**src/rtl/ama_riscv_hazard_fwd_unit_pkg.sv**
```systemverilog
// rtl/ama_riscv_hazard_fwd_unit_pkg.sv - shared constants, entry struct and width helpers
// Select encodings and tracked-entry layout used by the hazard/forwarding unit.
package ama_riscv_hazard_fwd_unit_pkg;

  localparam int RF_X0_ZERO        = 0;
  localparam int ALU_SEL_FWD_BASE  = 2;
  localparam int DMEM_DIN_FWD_BASE = 1;

  localparam int ENT_VALID_W = 1;
  localparam int ENT_WE_W    = 1;
  localparam int ENT_LOAD_W  = 1;

  // rd lives in a separate array because its width follows RF_ADDR_W
  typedef struct packed {
    logic [ENT_VALID_W-1:0] valid;
    logic [ENT_WE_W-1:0]    we;
    logic [ENT_LOAD_W-1:0]  load;
  } ent_flags_t;

  function automatic int fwd_sel_w(input int stages);
    return $clog2(stages + 2);
  endfunction

  function automatic int stage_idx_w(input int stages);
    return (stages > 1) ? $clog2(stages) : 1;
  endfunction

endpackage

```
**src/rtl/ama_riscv_hazard_fwd_unit_if.sv**
```systemverilog
// rtl/ama_riscv_hazard_fwd_unit_if.sv - decode-side bus of the hazard/forwarding unit
// master is the decode/pipeline side, slave is the hazard unit.
interface ama_riscv_hazard_fwd_unit_if
  import ama_riscv_hazard_fwd_unit_pkg::*;
#(
  parameter int RF_ADDR_W = 5,
  parameter int SEL_W     = fwd_sel_w(2)
);

  logic                 id_valid;
  logic [RF_ADDR_W-1:0] id_rs1;
  logic [RF_ADDR_W-1:0] id_rs2;
  logic                 id_rs1_used;
  logic                 id_rs2_used;
  logic [RF_ADDR_W-1:0] id_rd;
  logic                 id_reg_we;
  logic                 id_load;
  logic                 id_store;
  logic                 a_op_sel;
  logic                 b_op_sel;
  logic                 pipe_hold;
  logic                 id_flush;
  logic [SEL_W-1:0]     a_op_sel_fwd;
  logic [SEL_W-1:0]     b_op_sel_fwd;
  logic [SEL_W-1:0]     dmem_din_sel_fwd;
  logic                 stall_id;

  modport master (
    output id_valid, id_rs1, id_rs2, id_rs1_used, id_rs2_used, id_rd,
           id_reg_we, id_load, id_store, a_op_sel, b_op_sel, pipe_hold, id_flush,
    input  a_op_sel_fwd, b_op_sel_fwd, dmem_din_sel_fwd, stall_id
  );

  modport slave (
    input  id_valid, id_rs1, id_rs2, id_rs1_used, id_rs2_used, id_rd,
           id_reg_we, id_load, id_store, a_op_sel, b_op_sel, pipe_hold, id_flush,
    output a_op_sel_fwd, b_op_sel_fwd, dmem_din_sel_fwd, stall_id
  );

endinterface

```
**src/rtl/ama_riscv_fwd_match.sv**
```systemverilog
// rtl/ama_riscv_fwd_match.sv - per-source priority matcher over the tracked entries
// Reports whether a source hits a producer, the youngest hitting stage and whether it is a load.
module ama_riscv_fwd_match
  import ama_riscv_hazard_fwd_unit_pkg::*;
#(
  parameter int RF_ADDR_W  = 5,
  parameter int FWD_STAGES = 2,
  parameter int IDX_W      = stage_idx_w(FWD_STAGES)
) (
  input  logic                                  id_valid_i,
  input  logic [RF_ADDR_W-1:0]                  rs_i,
  input  logic                                  rs_used_i,
  input  ent_flags_t [FWD_STAGES-1:0]           ent_flags_i,
  input  logic [FWD_STAGES-1:0][RF_ADDR_W-1:0]  ent_rd_i,
  output logic                                  hit_o,
  output logic [IDX_W-1:0]                      stage_o,
  output logic                                  is_load_o
);

  logic src_live;

  assign src_live = id_valid_i && rs_used_i && (rs_i != RF_ADDR_W'(RF_X0_ZERO));

  // Scan oldest to youngest so the youngest match is the one left standing
  always_comb begin
    hit_o     = 1'b0;
    stage_o   = '0;
    is_load_o = 1'b0;
    for (int k = FWD_STAGES - 1; k >= 0; k--) begin
      if (src_live && ent_flags_i[k].valid[0] && ent_flags_i[k].we[0] &&
          (ent_rd_i[k] == rs_i)) begin
        hit_o     = 1'b1;
        stage_o   = IDX_W'(k);
        is_load_o = ent_flags_i[k].load[0];
      end
    end
  end

endmodule

```
**src/rtl/ama_riscv_hazard_fwd_unit.sv**
```systemverilog
// rtl/ama_riscv_hazard_fwd_unit.sv - forwarding select and load-use stall unit beside decode
// Optional stall counter port perf_stall_cnt when AMA_RISCV_HAZARD_PERF_EN is defined.
module ama_riscv_hazard_fwd_unit
  import ama_riscv_hazard_fwd_unit_pkg::*;
#(
  parameter int RF_ADDR_W  = 5,
  parameter int FWD_STAGES = 2,
  parameter int LOAD_LAT   = 1
) (
  input  logic                           clk,
  input  logic                           rst_n,
  ama_riscv_hazard_fwd_unit_if.slave     bus
`ifdef AMA_RISCV_HAZARD_PERF_EN
  ,
  output logic [31:0]                    perf_stall_cnt
`endif
);

  localparam int SEL_W = fwd_sel_w(FWD_STAGES);
  localparam int IDX_W = stage_idx_w(FWD_STAGES);

  if ((FWD_STAGES < 1) || (FWD_STAGES > 4)) begin : g_bad_stages
    $error("FWD_STAGES must be in 1..4");
  end
  if ((LOAD_LAT < 0) || (LOAD_LAT >= FWD_STAGES)) begin : g_bad_load_lat
    $error("LOAD_LAT must be in 0..FWD_STAGES-1");
  end

  ent_flags_t [FWD_STAGES-1:0]          flags_q, flags_d;
  logic [FWD_STAGES-1:0][RF_ADDR_W-1:0] rd_q, rd_d;

  logic             rs1_hit, rs2_hit;
  logic [IDX_W-1:0] rs1_stage, rs2_stage;
  logic             rs1_load, rs2_load;
  logic             rs1_load_use, rs2_load_use;
  logic             stall_id;
  logic             insert;

  ama_riscv_fwd_match #(
    .RF_ADDR_W  (RF_ADDR_W),
    .FWD_STAGES (FWD_STAGES),
    .IDX_W      (IDX_W)
  ) u_match_rs1 (
    .id_valid_i  (bus.id_valid),
    .rs_i        (bus.id_rs1),
    .rs_used_i   (bus.id_rs1_used),
    .ent_flags_i (flags_q),
    .ent_rd_i    (rd_q),
    .hit_o       (rs1_hit),
    .stage_o     (rs1_stage),
    .is_load_o   (rs1_load)
  );

  ama_riscv_fwd_match #(
    .RF_ADDR_W  (RF_ADDR_W),
    .FWD_STAGES (FWD_STAGES),
    .IDX_W      (IDX_W)
  ) u_match_rs2 (
    .id_valid_i  (bus.id_valid),
    .rs_i        (bus.id_rs2),
    .rs_used_i   (bus.id_rs2_used),
    .ent_flags_i (flags_q),
    .ent_rd_i    (rd_q),
    .hit_o       (rs2_hit),
    .stage_o     (rs2_stage),
    .is_load_o   (rs2_load)
  );

  // Only the winning producer matters: an older load behind a younger ALU write is shadowed
  assign rs1_load_use = rs1_hit && rs1_load && (int'(rs1_stage) < LOAD_LAT);
  assign rs2_load_use = rs2_hit && rs2_load && (int'(rs2_stage) < LOAD_LAT);
  assign stall_id     = rs1_load_use || rs2_load_use;
  assign bus.stall_id = stall_id;

  always_comb begin
    bus.a_op_sel_fwd     = SEL_W'(bus.a_op_sel);
    bus.b_op_sel_fwd     = SEL_W'(bus.b_op_sel);
    bus.dmem_din_sel_fwd = '0;
    if (!stall_id) begin
      if (rs1_hit) begin
        bus.a_op_sel_fwd = SEL_W'(ALU_SEL_FWD_BASE + int'(rs1_stage));
      end
      if (rs2_hit) begin
        if (bus.id_store) begin
          bus.dmem_din_sel_fwd = SEL_W'(DMEM_DIN_FWD_BASE + int'(rs2_stage));
        end else begin
          bus.b_op_sel_fwd = SEL_W'(ALU_SEL_FWD_BASE + int'(rs2_stage));
        end
      end
    end
  end

  // A flushed or stalled ID instruction enters EX as a bubble
  assign insert = bus.id_valid && !bus.id_flush && !stall_id;

  always_comb begin
    flags_d = '0;
    rd_d    = '0;
    rd_d[0] = bus.id_rd;
    if (insert) begin
      flags_d[0].valid = 1'b1;
      flags_d[0].we    = bus.id_reg_we;
      flags_d[0].load  = bus.id_load;
    end
    for (int k = 1; k < FWD_STAGES; k++) begin
      flags_d[k] = flags_q[k-1];
      rd_d[k]    = rd_q[k-1];
    end
  end

  always_ff @(posedge clk or negedge rst_n) begin
    if (!rst_n) begin
      flags_q <= '0;
      rd_q    <= '0;
    end else if (!bus.pipe_hold) begin
      flags_q <= flags_d;
      rd_q    <= rd_d;
    end
  end

`ifdef AMA_RISCV_HAZARD_PERF_EN
  logic [31:0] perf_cnt_q, perf_cnt_d;

  always_comb begin
    perf_cnt_d = perf_cnt_q;
    if (stall_id && !bus.pipe_hold && (perf_cnt_q != 32'hFFFF_FFFF)) begin
      perf_cnt_d = perf_cnt_q + 32'd1;
    end
  end

  always_ff @(posedge clk or negedge rst_n) begin
    if (!rst_n) begin
      perf_cnt_q <= '0;
    end else begin
      perf_cnt_q <= perf_cnt_d;
    end
  end

  assign perf_stall_cnt = perf_cnt_q;
`endif

endmodule

```
**src/flat_wrapper.sv**
```systemverilog
// flat-port wrapper written by rule: the top's interface ports become plain ports
module ama_riscv_hazard_fwd_unit_flat import ama_riscv_hazard_fwd_unit_pkg::*;
#(
  parameter int RF_ADDR_W  = 5,
  parameter int FWD_STAGES = 2,
  parameter int LOAD_LAT   = 1
)
  (clk, rst_n, bus_id_valid, bus_id_rs1, bus_id_rs2, bus_id_rs1_used, bus_id_rs2_used, bus_id_rd, bus_id_reg_we, bus_id_load, bus_id_store, bus_a_op_sel, bus_b_op_sel, bus_pipe_hold, bus_id_flush, bus_a_op_sel_fwd, bus_b_op_sel_fwd, bus_dmem_din_sel_fwd, bus_stall_id);
  ama_riscv_hazard_fwd_unit_if #(.RF_ADDR_W(RF_ADDR_W), .SEL_W(2)) bus_i ();
  input  logic clk;
  input  logic rst_n;
  input wire logic [$bits(bus_i.id_valid)-1:0] bus_id_valid;
  input wire logic [$bits(bus_i.id_rs1)-1:0] bus_id_rs1;
  input wire logic [$bits(bus_i.id_rs2)-1:0] bus_id_rs2;
  input wire logic [$bits(bus_i.id_rs1_used)-1:0] bus_id_rs1_used;
  input wire logic [$bits(bus_i.id_rs2_used)-1:0] bus_id_rs2_used;
  input wire logic [$bits(bus_i.id_rd)-1:0] bus_id_rd;
  input wire logic [$bits(bus_i.id_reg_we)-1:0] bus_id_reg_we;
  input wire logic [$bits(bus_i.id_load)-1:0] bus_id_load;
  input wire logic [$bits(bus_i.id_store)-1:0] bus_id_store;
  input wire logic [$bits(bus_i.a_op_sel)-1:0] bus_a_op_sel;
  input wire logic [$bits(bus_i.b_op_sel)-1:0] bus_b_op_sel;
  input wire logic [$bits(bus_i.pipe_hold)-1:0] bus_pipe_hold;
  input wire logic [$bits(bus_i.id_flush)-1:0] bus_id_flush;
  output wire logic [$bits(bus_i.a_op_sel_fwd)-1:0] bus_a_op_sel_fwd;
  output wire logic [$bits(bus_i.b_op_sel_fwd)-1:0] bus_b_op_sel_fwd;
  output wire logic [$bits(bus_i.dmem_din_sel_fwd)-1:0] bus_dmem_din_sel_fwd;
  output wire logic [$bits(bus_i.stall_id)-1:0] bus_stall_id;
  assign bus_i.id_valid = bus_id_valid;
  assign bus_i.id_rs1 = bus_id_rs1;
  assign bus_i.id_rs2 = bus_id_rs2;
  assign bus_i.id_rs1_used = bus_id_rs1_used;
  assign bus_i.id_rs2_used = bus_id_rs2_used;
  assign bus_i.id_rd = bus_id_rd;
  assign bus_i.id_reg_we = bus_id_reg_we;
  assign bus_i.id_load = bus_id_load;
  assign bus_i.id_store = bus_id_store;
  assign bus_i.a_op_sel = bus_a_op_sel;
  assign bus_i.b_op_sel = bus_b_op_sel;
  assign bus_i.pipe_hold = bus_pipe_hold;
  assign bus_i.id_flush = bus_id_flush;
  assign bus_a_op_sel_fwd = bus_i.a_op_sel_fwd;
  assign bus_b_op_sel_fwd = bus_i.b_op_sel_fwd;
  assign bus_dmem_din_sel_fwd = bus_i.dmem_din_sel_fwd;
  assign bus_stall_id = bus_i.stall_id;
  ama_riscv_hazard_fwd_unit #(.RF_ADDR_W(RF_ADDR_W), .FWD_STAGES(FWD_STAGES), .LOAD_LAT(LOAD_LAT)) u_core (.clk(clk), .rst_n(rst_n), .bus(bus_i));
endmodule
```
**config.mk**
```make
export PLATFORM = sky130hd
export DESIGN_NAME = ama_riscv_hazard_fwd_unit_flat
export DESIGN_NICKNAME = d
export VERILOG_FILES = /design/src/rtl/ama_riscv_hazard_fwd_unit_pkg.sv /design/src/rtl/ama_riscv_hazard_fwd_unit_if.sv /design/src/rtl/ama_riscv_fwd_match.sv /design/src/rtl/ama_riscv_hazard_fwd_unit.sv /design/src/flat_wrapper.sv
export SDC_FILE = /design/constraint.sdc
export NUM_CORES = 1
export LEC_CHECK = 0
export ABC_AREA = 1
export BUFFER_PORTS_ARGS = -buffer_cell sky130_fd_sc_hd__buf_4
export CORE_ASPECT_RATIO = 1.1
export CORE_UTILIZATION = 45
export DETAILED_ROUTE_END_ITERATION = 8
export PLACE_DENSITY = 0.65
export SYNTH_ARGS = -nofsm -noshare
export SYNTH_HDL_FRONTEND = slang
export SYNTH_HIERARCHICAL = 1
export SYNTH_SLANG_ARGS = --single-unit
```
**constraint.sdc**
```tcl
create_clock -name clk -period 2.65 [get_ports clk]
set_clock_uncertainty 0.15 [all_clocks]
set_input_delay 0 -clock clk [delete_from_list [all_inputs] [get_ports clk]]
set_output_delay 0 -clock clk [all_outputs]
set_load 0.1 [all_outputs]
```
After elaboration in Yosys (flattened, before gate mapping)
Index checks and enable logic that the tools add are counted.
{"block": "word_totals", "register_bits": 16, "latchBits": 0, "mem_bits_rw": 0, "romBits": 0, "inputBits": 27, "output_inout_bits": 7, "wordCells": 63, "memories": 0}
{"block": "classes", "addsub": 3, "mul": 0, "div_mod_pow": 0, "order_cmp": 2, "eq_ne": 4, "shifts": 0, "n_mux": 19, "bitwise_logic": 0, "n_reduce_logical": 27}
{"op": "$logic_and 1x1->1", "count": 22}
{"op": "$eq 5x5->1", "count": 4}
{"op": "$mux 2", "count": 8}
{"op": "$mux 1", "count": 10}
{"op": "$reduce_bool 5->1", "count": 2}
{"op": "$add 2x1->2 const A", "count": 2}
{"op": "$mux 3", "count": 1}
{"op": "$add 1x1->2 const A", "count": 1}
{"op": "$logic_not 1->1", "count": 2}
{"op": "$lt 1x1->1 const B", "count": 2}
{"op": "$logic_or 1x1->1", "count": 1}

Longest topological paths before layout
{"block": "logic_depth", "ltp_word": 13, "mapped_depth": 13, "ltp_nobuf": 13}

Hierarchy
The synthesis kept the hierarchy.
{"mod": "ama_riscv_hazard_fwd_unit", "n_inst": 1, "cells_each": 92, "area_each_um2": 749.5, "seq_area_each_um2": 400.4}
{"mod": "ama_riscv_fwd_match", "n_inst": 2, "cells_each": 68, "area_each_um2": 310.3, "seq_area_each_um2": 0.0}

Least setup slack after synthesis
Ideal clock, no wire load.
{"block": "synth_path", "kind": "register to output", "startpoint": "register u_core/rd_q[7] (netlist bit)", "endpoint": "output bus_dmem_din_sel_fwd[0]", "arrival_time_ps": 2696, "t_required_ps": 2500, "setup_slack_ps": -196, "stages_incl_launch_ff": 12, "path_buffers": 0, "path_cell_list": "dfrtp_1 > nand2_4 > nand2_1 > nor2_1 > nand2_1 > nor2_4 > nand3_1 > inv_1 > inv_1 > nand3_2 > nand2_4 > nor2_1"}
{"block": "synth_between", "elab_chain_len": 8, "word_cells_on_any_way": 25, "cone_classes": "add/sub: 1; order compare: 2; eq/ne: 2; mux: 13; reduce/logical: 7"}
{"item": "from (decl)", "line_no": "ama_riscv_hazard_fwd_unit.sv:30", "text": "logic [FWD_STAGES-1:0][RF_ADDR_W-1:0] rd_q, rd_d;"}
{"item": "from (signal assigned)", "line_no": "ama_riscv_hazard_fwd_unit.sv:117", "text": "rd_q <= rd_d;"}
{"item": "$eq 5x5->1", "line_no": "ama_riscv_fwd_match.sv:31", "text": "(ent_rd_i[k] == rs_i)) begin"}
{"item": "$logic_and 1x1->1", "line_no": "ama_riscv_fwd_match.sv:30", "text": "if (src_live && ent_flags_i[k].valid[0] && ent_flags_i[k].we[0] &&"}
{"item": "$mux 1 (2 in series)", "line_no": "ama_riscv_fwd_match.sv:30"}
{"item": "net u_core.rs2_stage", "line_no": "ama_riscv_hazard_fwd_unit.sv:33", "text": "logic [IDX_W-1:0] rs1_stage, rs2_stage;"}
{"item": "$lt 1x1->1", "line_no": "ama_riscv_hazard_fwd_unit.sv:71", "text": "assign rs2_load_use = rs2_hit && rs2_load && (int'(rs2_stage) < LOAD_LAT);"}
{"item": "$logic_and 1x1->1", "line_no": "ama_riscv_hazard_fwd_unit.sv:71"}
{"item": "$logic_or 1x1->1", "line_no": "ama_riscv_hazard_fwd_unit.sv:72", "text": "assign stall_id = rs1_load_use || rs2_load_use;"}
{"item": "net bus_stall_id", "line_no": "flat_wrapper.sv:28", "text": "output wire logic [$bits(bus_i.stall_id)-1:0] bus_stall_id;"}
{"item": "$mux 2", "line_no": "ama_riscv_hazard_fwd_unit.sv:79", "text": "if (!stall_id) begin"}
{"item": "to (decl)", "line_no": "flat_wrapper.sv:27", "text": "output wire logic [$bits(bus_i.dmem_din_sel_fwd)-1:0] bus_dmem_din_sel_fwd;"}
The timed path passes the listed nets, and every way through them passes these cells.

Worst setup path after layout
{"block": "layout_path", "startpoint": "register u_core.rd_q, in the netlist u_core/rd_d[5]", "endpoint": "register u_core.flags_q, in the netlist u_core/flags_d[4]"}
{"block": "layout_between", "elab_chain_len": 9, "word_cells_on_any_way": 20, "cone_classes": "order compare: 2; eq/ne: 2; mux: 7; reduce/logical: 9"}
{"item": "$eq 5x5->1", "line_no": "ama_riscv_fwd_match.sv:31"}
{"item": "$logic_and 1x1->1", "line_no": "ama_riscv_fwd_match.sv:30"}
{"item": "$mux 1", "line_no": "ama_riscv_fwd_match.sv:30"}
{"item": "net u_core.rs2_hit", "line_no": "ama_riscv_hazard_fwd_unit.sv:32", "text": "logic rs1_hit, rs2_hit;"}
{"item": "$logic_and 1x1->1 (2 in series)", "line_no": "ama_riscv_hazard_fwd_unit.sv:71"}
{"item": "$logic_or 1x1->1", "line_no": "ama_riscv_hazard_fwd_unit.sv:72"}
{"item": "$logic_not 1->1"}
{"item": "$logic_and 1x1->1", "line_no": "ama_riscv_hazard_fwd_unit.sv:94", "text": "assign insert = bus.id_valid && !bus.id_flush && !stall_id;"}
{"item": "$mux 3", "line_no": "ama_riscv_hazard_fwd_unit.sv:100", "text": "if (insert) begin"}
{"item": "to (signal assigned)", "line_no": "ama_riscv_hazard_fwd_unit.sv:116", "text": "flags_q <= flags_d;"}
{"item": "to (decl)", "line_no": "ama_riscv_hazard_fwd_unit.sv:29", "text": "ent_flags_t [FWD_STAGES-1:0] flags_q, flags_d;"}
The timed path passes the listed nets, and every way through them passes these cells.
A chain may end at the register's enable or synchronous reset.

==> Flow_metrics.wiki <==
{| class="wikitable"
! Metric !! Value
|-
| Final instance count without filler cells || 313
|-
| Post-synthesis adder-cell area fraction || 0
|-
| Cell count of the worst hold path || 4
|-
| Avg Inst Size Synth || 6.01 um2
|-
| Tightest Pin Transition || ~0.7 ns
|-
| Number of max-slew violations in the final report || 0
|-
| Number of nets with antenna violations after routing || 0
|-
| CORE AREA || 2830 um2
|-
| Endpoint of the lowest-slack register-to-register path || u_core/flags_d[4]
|-
| Yosys warnings || 6
|-
| Final antenna diode count || 0
|-
| Power per unit of standard cell area || 345 nW/um2
|-
| Flip-flop and latch count after synthesis || 16
|-
| Worst min-delay path endpoint || bus_b_op_sel_fwd[0]
|-
| Post-placement cell count || 291
|-
| Number of iterations in the first detailed-routing pass || 4
|-
| Yosys top cell area share || 0.292
|-
| Drt via density || 4.71
|-
| Vias in the first global route || 1351
|-
| Count of flip-flops with a built-in enable after synthesis || 0
|-
| Placement Cell Area || about 1600 um2
|-
| Number of vias in the routed layout || 1474
|-
| Result of the run || finished clean
|-
| Part of the Yosys area used for sequential elements || 0.292
|-
| IO Pins || 34
|-
| Share of post-route cells with drive strength above 1 || 0.261
|-
| Max-Slew Margin vs Limit || 0.523
|-
| Endpoint required time on the critical path || roughly 2.7 ns
|-
| Total nets after synthesis || 255
|-
| Post-synthesis simple-gate area fraction || 0.533
|-
| Worst hold slack || about 0.28 ns
|-
| Launching point of the worst reg2reg path || u_core/rd_d[5]
|-
| Clock tree root driver cell || sky130_fd_sc_hd__clkbuf_4
|-
| Arr. time, crit path || 2.37 ns
|-
| Cell Area, Synth || 1370 um2
|-
| Count of port buffers added during placement || 33
|-
| Most common cell in the synthesized netlist || sky130_fd_sc_hd__nand2_1
|-
| Initial antenna violation count || 0
|-
| Design Area, Final || about 1900 um2
|-
| Register-to-register path setup slack || 0.31 ns
|-
| Share of the cycle needed by the critical path after routing || 0.881
|-
| Hold/Removal Path Class || input port to output port
|-
| Largest net degree at the start of global routing || 19
|-
| Multiplexer share of the synthesized area || 0
|-
| Count of endpoints failing setup in the final report || 0
|-
| Share of the synthesized area in compound gates (AO/OA/AOI/OAI) || 0.0393
|-
| Post-synthesis share of cell area spent on xor and xnor gates || 0
|-
| Clock latency of the later-clocked register in the worst-skew pair || 0.28 ns
|-
| Standby leakage power || roughly 1.1 nW
|-
| Largest cells by area after synthesis || sky130_fd_sc_hd__dfrtp_1 29%, sky130_fd_sc_hd__nand2_1 27%, sky130_fd_sc_hd__inv_1 9.0%
|-
| Beginning of the worst hold path || bus_b_op_sel
|-
| Final weighted congestion in routability-driven placement || 0.804
|-
| Worst Reg2Reg Path Length in Cells || 10
|-
| Clk sinks || 16
|-
| Max-cap viol count || 0
|-
| Number of nets at the end of the flow || 308
|-
| Routed WL per cell || 10.2 um
|-
| Iteration-0 DRC count of the detailed router || 27
|-
| Upper clock frequency limit || 0.428 GHz
|-
| Async SR Flop Fraction || 1.00
|-
| Fin. Hold Viols || 0
|-
| CP startpoint kind || flip-flop
|-
| PnR worst setup slack || roughly 0.31 ns
|-
| Floorplan row count || 20
|-
| Critical-path cell list || inv_1, nand2_1, nand2_2, nor2_2, nand3_2, o21ai_2, nand3_2, nand4_1, dlygate4sd3_1, nand2_1
|-
| Final design utilization || 0.659
|-
| Worst setup EP type || flip-flop
|-
| Initial core utilization || 0.485
|-
| Unrepaired setup endpoints after global routing || no
|-
| Overall die width || roughly 55 um
|-
| Worst setup path start || u_core/rd_d[5]
|-
| GRT Residual Overflow || 0
|-
| Largest stage delay, worst path || 0.56 ns
|-
| Gate Count Post-Synth || 228
|-
| Clock tree from TritonCTS || built
|-
| Sum of routed wire length over all layers || ~3200 um
|-
| Total CTS buffers || 3
|-
| Type of the worst setup path || flip-flop to flip-flop
|-
| IR Drop Worst-Case VDD || roughly 370 uV
|-
| Longest Clk Path Bufs || 2
|-
| Post-route DRC violation count || 0
|-
| Count of filler cells inserted in the layout || 276
|-
| H-tree depth reported by CTS || 1
|-
| Clock slew at reported path FFs || 0.09 ns
|-
| Global-route wire length before repair || 5310 um
|-
| Aggregate global-route resource usage || 0.221
|-
| Worst slack after detailed placement || 0.579 ns
|-
| Vertical die dimension || around 60 um
|-
| Critical path peak fanout || 7
|-
| Yosys top cell by area || sky130_fd_sc_hd__dfrtp_1
|-
| Combinational family with the most area after synthesis || simple AND/OR/NAND/NOR gates
|-
| Shortest clock period the worst path allows after layout || 2.34 ns
|-
| Area added between synthesis and finish || 36.0%
|-
| Most common flop cell mapped by yosys || sky130_fd_sc_hd__dfrtp_1
|-
| Detailed placement HPWL || 2380 um
|-
| Count of distinct cell types in the synthesized netlist || 20
|-
| Die Footprint || 3270 um2
|-
| Cell with the largest stage delay on the worst path || sky130_fd_sc_hd__dlygate4sd3_1
|-
| Most frequent cells after synthesis || 98 x sky130_fd_sc_hd__nand2_1, 33 x sky130_fd_sc_hd__inv_1, 16 x sky130_fd_sc_hd__dfrtp_1
|}
==> flip-flops by register name, summed over array words and instances (netlist names) <==
name,cells
u_core/rd_d,5
u_core/rd_q,5
u_core/flags_d,3
u_core/flags_q,3
==> metal layers <==
metal	GRT usage	wire length (um)	vias up
li1	-	-	780
met1	0.281	1540	664
met2	0.389	1550	26
met3	0.00763	81	4
met4	0.0769	23	0
met5	0	0	-
==> report_power, final <==
part / switching (mW) / internal, mW
combinational: 0.102 / 0.0883
clock: 0.0735 / 0.0837
sequential: 0.0304 / 0.266
==> how the worst max path moves through the flow <==
| stage | to |
|---|---|
| floorplan | bus_dmem_din_sel_fwd[0] |
| global placement | bus_b_op_sel_fwd[0] |
| detailed placement | bus_a_op_sel_fwd[0] |
| CTS | u_core/flags_d[4] |
| global route | bus_b_op_sel_fwd[0] |
| finish | u_core/flags_d[4] |
==> critical path, delay by kind of cell (launching register included) <==
kind / cells / cell delay (ns)
and+or+nand+nor: 7 / 0.76
AOI/OAI and AO/OA: 1 / 0.22
buffers and inverters: 2 / 0.62
DFF: 1 / 0.48
==> placed cells by master (no fill, tap or decap) <==
master / instances
sky130_fd_sc_hd__clkbuf_4: 3
sky130_fd_sc_hd__or2_1: 6
sky130_fd_sc_hd__nand3_1: 9
sky130_fd_sc_hd__o21ai_0: 4
sky130_fd_sc_hd__nand2_4: 3
sky130_fd_sc_hd__nor2_4: 2
sky130_fd_sc_hd__inv_1: 33
sky130_fd_sc_hd__nor2_1: 15
sky130_fd_sc_hd__nor2_2: 4
sky130_fd_sc_hd__o21ai_1: 2
sky130_fd_sc_hd__nand3_4: 1
sky130_fd_sc_hd__nand2_2: 7
sky130_fd_sc_hd__nand3_2: 5
sky130_fd_sc_hd__nand4_1: 5
sky130_fd_sc_hd__o21ai_2: 3
sky130_fd_sc_hd__dlygate4sd3_1: 18
sky130_fd_sc_hd__inv_2: 11
sky130_fd_sc_hd__a21oi_1: 1
sky130_fd_sc_hd__nand2_1: 98
sky130_fd_sc_hd__clkbuf_8: 1
sky130_fd_sc_hd__dfrtp_1: 16
sky130_fd_sc_hd__buf_4: 33
==> repair_timing <==
| action | CTS | global route |
|---|---|---|
| hold buffers | 18 | 0 |
| endpoints found under the setup margin | 0 | 4 |
| gates resized for setup | 0 | 2 |
| setup buffers | 0 | 0 |
| hold endpoints to repair | 32 | 0 |
==> cell type report <==
cell class	count	area, um2	area share
Multi-Input combinational cell	165	792	0.425
Sequential cell	16	400	0.215
Clock buffer	4	36.3	0.0195
Timing Repair Buffer	51	428	0.230
Inverter	44	165	0.0886
Tap cell	33	41.3	0.0222
==> through the flow <==
stage	TNS, ns	power, mW
after global routing	0	0.688
after global placement	0	0.466
after CTS	0	0.651
after detailed placement	0	0.467
after floorplan	-0.393	0.403
final	0	0.644
==> cell families after synthesis <==
kind of cell,after synthesis
and+or+nand+nor,155
buffers and inverters,47
DFF,16
AOI/OAI and AO/OA,10
(Power assumes the default switching activity.)
